`src/rtl/serial_pkg.sv`:
```
// Shared constants and state encoding for the serial frame path.
// Used by the transmitter and the matching receiver.
package serial_pkg;

  typedef enum logic [2:0] {
    IDLE   = 3'd0,
    START  = 3'd1,
    DATA   = 3'd2,
    PARITY = 3'd3,
    STOP   = 3'd4
  } tx_state_e;

  localparam logic LINE_IDLE = 1'b1;
  localparam logic START_BIT = 1'b0;
  localparam logic STOP_BIT  = 1'b1;

endpackage

```
`src/rtl/bit_tick_counter.sv`:
```
// Counts clocks inside one serial bit period.
// bit_end marks the last clock of a bit; bit_last_next says the following
// clock will be a last clock, which lets the owner register a pulse aligned
// with it. The counter is held at zero while disabled.
module bit_tick_counter #(
  parameter int CLKS_PER_BIT = 4
) (
  input  logic clk,
  input  logic rst,
  input  logic enable,
  output logic bit_end,
  output logic bit_last_next
);

  localparam int CW = $clog2(CLKS_PER_BIT) + 1;
  localparam logic [CW-1:0] LAST = CW'(CLKS_PER_BIT - 1);

  logic [CW-1:0] cnt_q, cnt_d;

  // Next tick count: wrap at the last clock of a bit, clear while idle.
  always_comb begin
    cnt_d = cnt_q;
    if (!enable)            cnt_d = '0;
    else if (cnt_q == LAST) cnt_d = '0;
    else                    cnt_d = cnt_q + 1'b1;
  end

  // Tick counter register.
  always_ff @(posedge clk or posedge rst) begin
    if (rst) cnt_q <= '0;
    else     cnt_q <= cnt_d;
  end

  assign bit_end = enable && (cnt_q == LAST);

  // With one clock per bit every clock is a last clock.
  generate
    if (CLKS_PER_BIT == 1) begin : g_single
      assign bit_last_next = enable;
    end else begin : g_multi
      assign bit_last_next = enable && (cnt_q == CW'(CLKS_PER_BIT - 2));
    end
  endgenerate

endmodule

```
`src/rtl/serial_frame_transmitter.sv`:
```
// Parallel-to-serial frame transmitter: start bit, DATA_W bits LSB-first,
// optional even-parity bit, stop bit; each bit lasts CLKS_PER_BIT clocks.
// Optional feature macro: SERIAL_TX_PARITY_EN (adds the PARITY state).
// All outputs are registered from the next-state values so the line drops
// on the very edge that accepts a word.
module serial_frame_transmitter
  import serial_pkg::*;
#(
  parameter int DATA_W       = 8,
  parameter int CLKS_PER_BIT = 4
) (
  input  logic              clk,
  input  logic              rst,
  input  logic [DATA_W-1:0] tx_data,
  input  logic              tx_valid,
  output logic              tx_ready,
  output logic              tx_serial,
  output logic              tx_busy,
  output logic              tx_done
);

  localparam int BW = $clog2(DATA_W) + 1;
  localparam logic [BW-1:0] LAST_BIT = BW'(DATA_W - 1);

  tx_state_e         state_q, state_d;
  logic [DATA_W-1:0] shift_q, shift_d;
  logic [BW-1:0]     bit_cnt_q, bit_cnt_d;
  logic              serial_q, serial_d;
  logic              ready_q, ready_d;
  logic              busy_q, busy_d;
  logic              done_q, done_d;
`ifdef SERIAL_TX_PARITY_EN
  logic              parity_q, parity_d;
`endif

  logic bit_end;
  logic bit_last_next;

  bit_tick_counter #(
    .CLKS_PER_BIT(CLKS_PER_BIT)
  ) u_tick (
    .clk          (clk),
    .rst          (rst),
    .enable       (state_q != IDLE),
    .bit_end      (bit_end),
    .bit_last_next(bit_last_next)
  );

  // Next state, shift register and bit counter.
  always_comb begin
    state_d   = state_q;
    shift_d   = shift_q;
    bit_cnt_d = bit_cnt_q;
`ifdef SERIAL_TX_PARITY_EN
    parity_d  = parity_q;
`endif
    case (state_q)
      IDLE: begin
        if (tx_valid && ready_q) begin
          state_d   = START;
          shift_d   = tx_data;
          bit_cnt_d = '0;
`ifdef SERIAL_TX_PARITY_EN
          parity_d  = ^tx_data;
`endif
        end
      end
      START: if (bit_end) state_d = DATA;
      DATA: begin
        if (bit_end) begin
          shift_d = shift_q >> 1;
          if (bit_cnt_q == LAST_BIT) begin
            bit_cnt_d = '0;
`ifdef SERIAL_TX_PARITY_EN
            state_d   = PARITY;
`else
            state_d   = STOP;
`endif
          end else begin
            bit_cnt_d = bit_cnt_q + 1'b1;
          end
        end
      end
      PARITY: if (bit_end) state_d = STOP;
      STOP:   if (bit_end) state_d = IDLE;
      default: state_d = IDLE;
    endcase
  end

  // Registered outputs derived from the state being entered.
  always_comb begin
    serial_d = LINE_IDLE;
    case (state_d)
      START:  serial_d = START_BIT;
      DATA:   serial_d = shift_d[0];
`ifdef SERIAL_TX_PARITY_EN
      PARITY: serial_d = parity_d;
`endif
      STOP:   serial_d = STOP_BIT;
      default: serial_d = LINE_IDLE;
    endcase
    ready_d = (state_d == IDLE);
    busy_d  = (state_d != IDLE);
    // Last clock of the stop bit: either staying in STOP with one tick left,
    // or entering a single-clock STOP.
    done_d  = (state_d == STOP) &&
              ((state_q == STOP) ? bit_last_next : (CLKS_PER_BIT == 1));
  end

  // State and output registers; reset forces the line high at once.
  always_ff @(posedge clk or posedge rst) begin
    if (rst) begin
      state_q   <= IDLE;
      shift_q   <= '0;
      bit_cnt_q <= '0;
      serial_q  <= LINE_IDLE;
      ready_q   <= 1'b1;
      busy_q    <= 1'b0;
      done_q    <= 1'b0;
`ifdef SERIAL_TX_PARITY_EN
      parity_q  <= 1'b0;
`endif
    end else begin
      state_q   <= state_d;
      shift_q   <= shift_d;
      bit_cnt_q <= bit_cnt_d;
      serial_q  <= serial_d;
      ready_q   <= ready_d;
      busy_q    <= busy_d;
      done_q    <= done_d;
`ifdef SERIAL_TX_PARITY_EN
      parity_q  <= parity_d;
`endif
    end
  end

  assign tx_ready  = ready_q;
  assign tx_serial = serial_q;
  assign tx_busy   = busy_q;
  assign tx_done   = done_q;

endmodule

```
`config.mk`:
```
export PLATFORM = sky130hd
export DESIGN_NAME = serial_frame_transmitter
export DESIGN_NICKNAME = d
export VERILOG_FILES = /design/src/rtl/serial_pkg.sv /design/src/rtl/bit_tick_counter.sv /design/src/rtl/serial_frame_transmitter.sv
export SDC_FILE = /design/constraint.sdc
export NUM_CORES = 1
export LEC_CHECK = 0
export BUFFER_PORTS_ARGS = -buffer_cell sky130_fd_sc_hd__buf_2
export CAP_MARGIN = 30
export CORE_MARGIN = 2
export CORE_UTILIZATION = 45
export CTS_CLUSTER_SIZE = 20
export DETAILED_ROUTE_END_ITERATION = 8
export GPL_ROUTABILITY_DRIVEN = 0
export PLACE_DENSITY = 0.65
export REMOVE_ABC_BUFFERS = 1
export SLEW_MARGIN = 5
export SYNTH_ARGS = -nofsm -noshare
export SYNTH_HDL_FRONTEND = slang
export SYNTH_SLANG_ARGS = --single-unit
```
`constraint.sdc`:
```
create_clock -name clk -period 2.4 [get_ports clk]
set_clock_uncertainty 0.15 [all_clocks]
set_input_delay 0.48 -clock clk [delete_from_list [all_inputs] [get_ports clk]]
set_output_delay 0.48 -clock clk [all_outputs]
set_load 0.01 [all_outputs]
```
* Word level (Yosys, flattened, before mapping)
Cells that the tools add are included.
Storage, ports and cells: memories 0, input port bits 11, bits in registers 22, bits in latches 0, ROM bits 0, output and inout port bits 4, memory bits (writable) 0, word-level logic and storage cells 51
Operators by class: reduce and logical (&&, ||, !) cells 10, bitwise operators 0, shift operators 0, $lt $le $gt $ge 0, divide/modulo/power cells 0, multiply operators 0, eq/ne operators 12, multiplexer cells 18, $add $sub $neg 2
Operators with widths (count):
- 3-bit two-way mux | 8
- 8-bit two-way mux | 2
- 8-bit one-hot mux with 2 select lines | 1
- 3-bit by 2-bit equality test with 1-bit output (second input constant) | 5
- 3-bit one-hot mux with 5 select lines | 1
- 4-bit two-way mux | 3
- 4-bit one-hot mux with 2 select lines | 1
- 3-bit by 1-bit equality test with 1-bit output (second input constant) | 2
- 3-bit equality test (second input constant) | 2
- 3-bit zero test | 2
- 3-bit nonzero test | 2
- 4-bit by 1-bit adder with 4-bit output (second input constant) | 1
- 4-bit by 3-bit equality test with 1-bit output (second input constant) | 1
- 1-bit logical AND | 4
- 2-bit != test (second input constant) | 2
- 3-bit by 1-bit adder with 3-bit output (second input constant) | 1
- 3-bit AND reduction | 1
- 1-bit one-hot mux with 2 select lines | 1
- 2-bit nonzero test | 1
- 1-bit two-way mux | 1

* Logic depth before layout (Yosys ltp)
depth in word-level cells 6, mapped depth 7, gate-level depth less buffers 5

* By module
From an unflattened synthesis, not the netlist that was laid out.
Unflattened totals: cell total of the unflattened synthesis 101, area, all modules 1088.5 um2
Modules (own cells, without submodules):
- serial_frame_transmitter | instances 1, cells each 86, area an instance 920.9 um2, seq. area each 478.0 um2
- bit_tick_counter | instances 1, cells each 15, area an instance 167.7 um2, seq. area each 75.1 um2

* Worst setup path before layout
Ideal clock, no wire load.
kind reg2reg, start register u_tick.cnt_q[0], end register busy_q (netlist: tx_busy), stages on the path, launching flop included 7, path slack 662 ps, arrival time 1457 ps, cells stage by stage dfrtp_1 ha_1 nor2b_2 buf_4 a21oi_1 nor3_2 or3_1
Between the ends: cells in the longest elaborated chain, start to end 5, elaborated cells between the ends (all ways) 8
RTL lines:
- start, declared | line bit_tick_counter.sv:18 | logic [CW-1:0] cnt_q, cnt_d;
- start signal, assigned | line bit_tick_counter.sv:31 | else cnt_q <= cnt_d;
- 3-bit by 2-bit equality test with 1-bit output (*) | line bit_tick_counter.sv:34 | assign bit_end = enable && (cnt_q == LAST);
- 1-bit logical AND (*) | line bit_tick_counter.sv:34
- 3-bit two-way mux (on tied branches)
- 3-bit one-hot mux with 5 select lines (*) | line serial_frame_transmitter.sv:57 | case (state_q)
- net state_d[1] | line serial_frame_transmitter.sv:25 | tx_state_e state_q, state_d;
- 3-bit nonzero test (*) | line serial_frame_transmitter.sv:103 | busy_d = (state_d != IDLE);
- net busy_d | line serial_frame_transmitter.sv:30 | logic busy_q, busy_d;
- end signal, assigned | line serial_frame_transmitter.sv:129 | busy_q <= busy_d;
- end, declared | line serial_frame_transmitter.sv:30
The timed path passes the listed nets; every way through them passes the cells marked *. A chain may end at the register's enable or synchronous reset.

* Final worst setup path
start register u_tick.cnt_q[1], end register serial_q (netlist: tx_serial)
Between the ends: cells in the longest elaborated chain, start to end 6, elaborated cells between the ends (all ways) 12
RTL lines:
- 3-bit by 2-bit equality test with 1-bit output (*) | line bit_tick_counter.sv:34
- 1-bit logical AND (*) | line bit_tick_counter.sv:34
- 3-bit two-way mux (on tied branches)
- 3-bit one-hot mux with 5 select lines | line serial_frame_transmitter.sv:57
- 3-bit by 2-bit equality test with 1-bit output or 3-bit by 1-bit equality test with 1-bit output (tied branches) | line serial_frame_transmitter.sv:93 | case (state_d)
- 1-bit one-hot mux with 2 select lines (*) | line serial_frame_transmitter.sv:93
- net serial_d | line serial_frame_transmitter.sv:28 | logic serial_q, serial_d;
- end signal, assigned | line serial_frame_transmitter.sv:127 | serial_q <= serial_d;
- end, declared | line serial_frame_transmitter.sv:28
The timed path passes the listed nets; every way through them passes the cells marked *. The select of a mux whose other input is x is not followed.

==> run_results.csv <==
group,metric,value,unit
pwr,p_leak,0.562,nW
logic_synthesis,synth_top_area_share,0.485,
setup_path,critical_path.reg2reg.startpoint,"u_tick.cnt_q[1]$_DFF_PP0_",
logic_synthesis,top_area_cells_in_the_synthesized_netlist,"sky130_fd_sc_hd__dfrtp_1, sky130_fd_sc_hd__dfstp_2, sky130_fd_sc_hd__nand2_1",
timing,max_slew.worst_pin.slew,799,ps
setup_path,crit_arrival,2100,ps
setup_path,worst_path_dominant_cell_family,"compound AO/OA/AOI/OAI gates",
clock_network,clock_sink_count,22,
timing,slew_viol_final,0,
setup_path,endpoint_kind,"flop",
setup_path,critical_path.startpoint_type,"flop",
global_route,grt_max_degree,23,
outcome,run_status,"finished clean",
setup_path,timing.critical_path.slowest_cell_delay,400,ps
detailed_routing,route.detailed.drc,0,
timing,hold_ws,136,ps
layout,num-nets-final,120,
timing,setup_violating_endpoint_count_in_the_final_report,0,
timing,setup_ws,394,ps
floorplanning,io_pins,15,
global_route,first_global_vias,731,
logic_synthesis,synth_enable_flop_cells,0,
layout,layout-drive-gt1-share,0.257,
pwr,powerDensity,1110,mW/mm^2
clock_network,path_clk_slew,130,ps
logic_synthesis,async_reset_ff_frac,1.00,
clock_network,post_cts_resize_count,0,
placed_design,placement.io_buffers,14,
detailed_routing,postRouteWirelength,1.74,mm
setup_path,worst_ep_required_time,2490,ps
setup_path,timing.critical_path.fanout_max,13,
floorplanning,die_h,51.9,um
floorplanning,floorplan.die_area,0.00269,mm^2
layout,antennaDiodeCount,0,
timing,final_min_period_over_clock_period,0.836,
layout,fillerInstances,198,
setup_path,cp.buffers_inverters,0,
setup_path,critPathLaunch,"u_tick.cnt_q[1]$_DFF_PP0_",
clock_network,postCtsSetupRepairBufs,0,
detailed_routing,wl_per_cell,13.1,um
detailed_routing,ant_nets,0,
clock_network,insertion_delay,320,ps
timing,hold_violations,0,
floorplanning,design.core.area,0.00219,mm^2
logic_synthesis,synth-warning-count,0,
floorplanning,floorplan.initialDensity,0.471,
global_route,globalRoute.totalOverflow,0,
global_route,globalRouteTotalUtil,0.160,
logic_synthesis,ys_seq_elements,22,
floorplanning,row_count,17,
detailed_routing,drt_iter0_markers,5,
logic_synthesis,synth_area,0.00103,mm^2
clock_network,tritoncts,"built",
setup_path,critical-path-slowest-cell,"sky130_fd_sc_hd__nor2b_2",
layout,seq_cell_area,553,um^2
clock_network,htreeDepth,1,
hold_path,class_of_the_worst_hold_path,"input port to async pin",
layout,syn_to_layout_area_delta,11.3,%
setup_path,worstPathCellList,"ha_1 > nor2b_2 > a22oi_2 > a2111oi_4 > mux2i_1",
layout,multi_input_area,443,um^2
clock_network,cts_root_buf,"sky130_fd_sc_hd__clkbuf_4",
global_route,number_of_antenna_violations_at_the_first_check_in_global_routing,0,
logic_synthesis,synth.lib_cells_used.distinct,34,
clock_network,cts_hold_buf,0,
timing,period_needed,2010,ps
logic_synthesis,synth_top_cell_by_area,"sky130_fd_sc_hd__dfrtp_1",
clock_network,cts_buffer_depth,2,
timing,rsz0062_at_grt,"no",
detailed_routing,firstDrtPassIters,4,
placed_design,dp_worst_setup_slack,406,ps
global_route,first_pass_grt_wire_length,3.15,mm
clock_network,numCtsBuffers,3,
setup_path,setup.worst_path.class,"flop to flop",
logic_synthesis,post_synth_inst_count,91,
logic_synthesis,synthesis.area_per_instance,11.3,um^2
detailed_routing,via_per_inst,5.41,
run,drv.max_cap_violation_count,0,
logic_synthesis,seq_area_frac_synth,0.536,
logic_synthesis,ys_dominant_reg_cell,"sky130_fd_sc_hd__dfrtp_1",
timing,max_clock_freq,498,MHz
detailed_routing,routed-via-count,719,
timing,slew-limit-headroom,0.467,
pwr,peakVddDrop,0.609,mV
floorplanning,floorplan.die.width,51.9,um
timing,setup_total_negative_slack,0,ps
placed_design,post-dp-hpwl,1.28,mm
## Yosys cell counts, types with 3 or more instances
cell,n
sky130_fd_sc_hd__a22oi_1,6
sky130_fd_sc_hd__dfrtp_1,20
sky130_fd_sc_hd__ha_1,3
sky130_fd_sc_hd__inv_1,3
sky130_fd_sc_hd__nand2_1,14
sky130_fd_sc_hd__nand3_1,3
sky130_fd_sc_hd__nor3_1,3
sky130_fd_sc_hd__o21ai_1,4
## cell type report
cell class              instances  area share
well taps                      28      0.0305
multi-input cells              62       0.386
inverters                       3     0.00980
repair buffers                 14      0.0610
clock buffers                   4      0.0316
flip-flops and latches         22       0.481
## per-stage QoR
step                cell area [um^2]  power, mW  cells  utilization
floorplan                       1010      0.964     87            -
detailed placement              1110       1.08    129        0.508
finish                          1150       1.27    133        0.524
global placement                1110       1.06    129        0.508
CTS                             1150       1.29    133        0.524
global route                    1150       1.39    133        0.524
## registers in the layout, indices dropped and copies added (netlist names)
register      count
shift_q           8
tx_done           1
tx_busy           1
bit_cnt_q         4
u_tick.cnt_q      3
tx_ready          1
state_q           3
tx_serial         1
## report_power, final
part           internal, mW  switching [mW]  total (mW)
combinational         0.203           0.233       0.436
sequential            0.521           0.108       0.629
clock                0.0928           0.116       0.208
total                 0.817           0.456        1.27
## cell families (layout without fill, tap and decap cells)
logic type / after synthesis / after routing / synth area share
mux: 1 / 1 / 0.00970
xor+xnor: 1 / 1 / 0.00849
compound gates: 18 / 18 / 0.152
simple gates: 39 / 39 / 0.223
fa+ha+maj: 3 / 3 / 0.0364
flops: 22 / 22 / 0.536
buf+inv: 7 / 21 / 0.0351
## cell usage in the layout (no fill, tap or decap)
| cell | Yosys | routed |
|---|---|---|
| sky130_fd_sc_hd__xor2_1 | 1 | 1 |
| sky130_fd_sc_hd__and3b_1 | 1 | 1 |
| sky130_fd_sc_hd__nor3_1 | 3 | 3 |
| sky130_fd_sc_hd__a22oi_1 | 6 | 6 |
| sky130_fd_sc_hd__nor3b_4 | 1 | 1 |
| sky130_fd_sc_hd__o21ai_1 | 4 | 4 |
| sky130_fd_sc_hd__or3_1 | 2 | 2 |
| sky130_fd_sc_hd__nor2_1 | 2 | 2 |
| sky130_fd_sc_hd__o211a_1 | 1 | 1 |
| sky130_fd_sc_hd__or2_1 | 1 | 1 |
| sky130_fd_sc_hd__and2_4 | 1 | 1 |
| sky130_fd_sc_hd__a2111oi_4 | 1 | 1 |
| sky130_fd_sc_hd__and3_1 | 2 | 2 |
| sky130_fd_sc_hd__a21oi_1 | 1 | 1 |
| sky130_fd_sc_hd__nor2b_2 | 1 | 1 |
| sky130_fd_sc_hd__clkbuf_4 | 0 | 3 |
| sky130_fd_sc_hd__clkbuf_8 | 0 | 1 |
| sky130_fd_sc_hd__nand3b_1 | 1 | 1 |
| sky130_fd_sc_hd__dfstp_2 | 2 | 2 |
| sky130_fd_sc_hd__nor4b_1 | 1 | 1 |
| sky130_fd_sc_hd__dfrtp_1 | 20 | 20 |
| sky130_fd_sc_hd__o2111ai_1 | 1 | 1 |
| sky130_fd_sc_hd__nor3_2 | 2 | 2 |
| sky130_fd_sc_hd__nand3_1 | 3 | 3 |
| sky130_fd_sc_hd__inv_1 | 3 | 3 |
| sky130_fd_sc_hd__a22oi_2 | 1 | 1 |
| sky130_fd_sc_hd__and2_1 | 2 | 2 |
| sky130_fd_sc_hd__mux2i_1 | 1 | 1 |
| sky130_fd_sc_hd__nand2_1 | 14 | 14 |
| sky130_fd_sc_hd__a22o_1 | 2 | 2 |
| sky130_fd_sc_hd__ha_1 | 3 | 3 |
| sky130_fd_sc_hd__a221o_1 | 1 | 1 |
| sky130_fd_sc_hd__nor3b_1 | 2 | 2 |
| sky130_fd_sc_hd__buf_2 | 1 | 14 |
## layer usage
layer,GRT usage,up-vias,wire (um)
met2,0.249,11,811
met3,0.0172,5,48
met5,0,-,0
met4,0.105,0,46
li1,-,354,-
met1,0.210,349,837
## worst reg2reg max path, delay by kind of cell (launching register included)
kind / cells / cell delay [ps]
multiplexers: 1 / 110
adder cells (fa/ha/maj): 1 / 190
AO/OA/AOI/OAI: 2 / 700
AND/OR/NAND/NOR: 1 / 400
flip-flops: 1 / 380
## final timing paths
check | endpoint | slack [ps] | cells past startpoint
hold reg to reg | u_tick.cnt_q[0]$_DFF_PP0_ | 330 | 1
setup / recovery | tx_serial$_DFF_PP1_ | 390 | 5
max in group asynchronous | state_q[2]$_DFF_PP0_ | 1450 | 2
setup reg to reg | tx_serial$_DFF_PP1_ | 390 | 5
hold / removal | shift_q[7]$_DFFE_PP0P_ | 140 | 2
min in group clk | shift_q[5]$_DFFE_PP0P_ | 220 | 3
(Power assumes the default switching activity.)
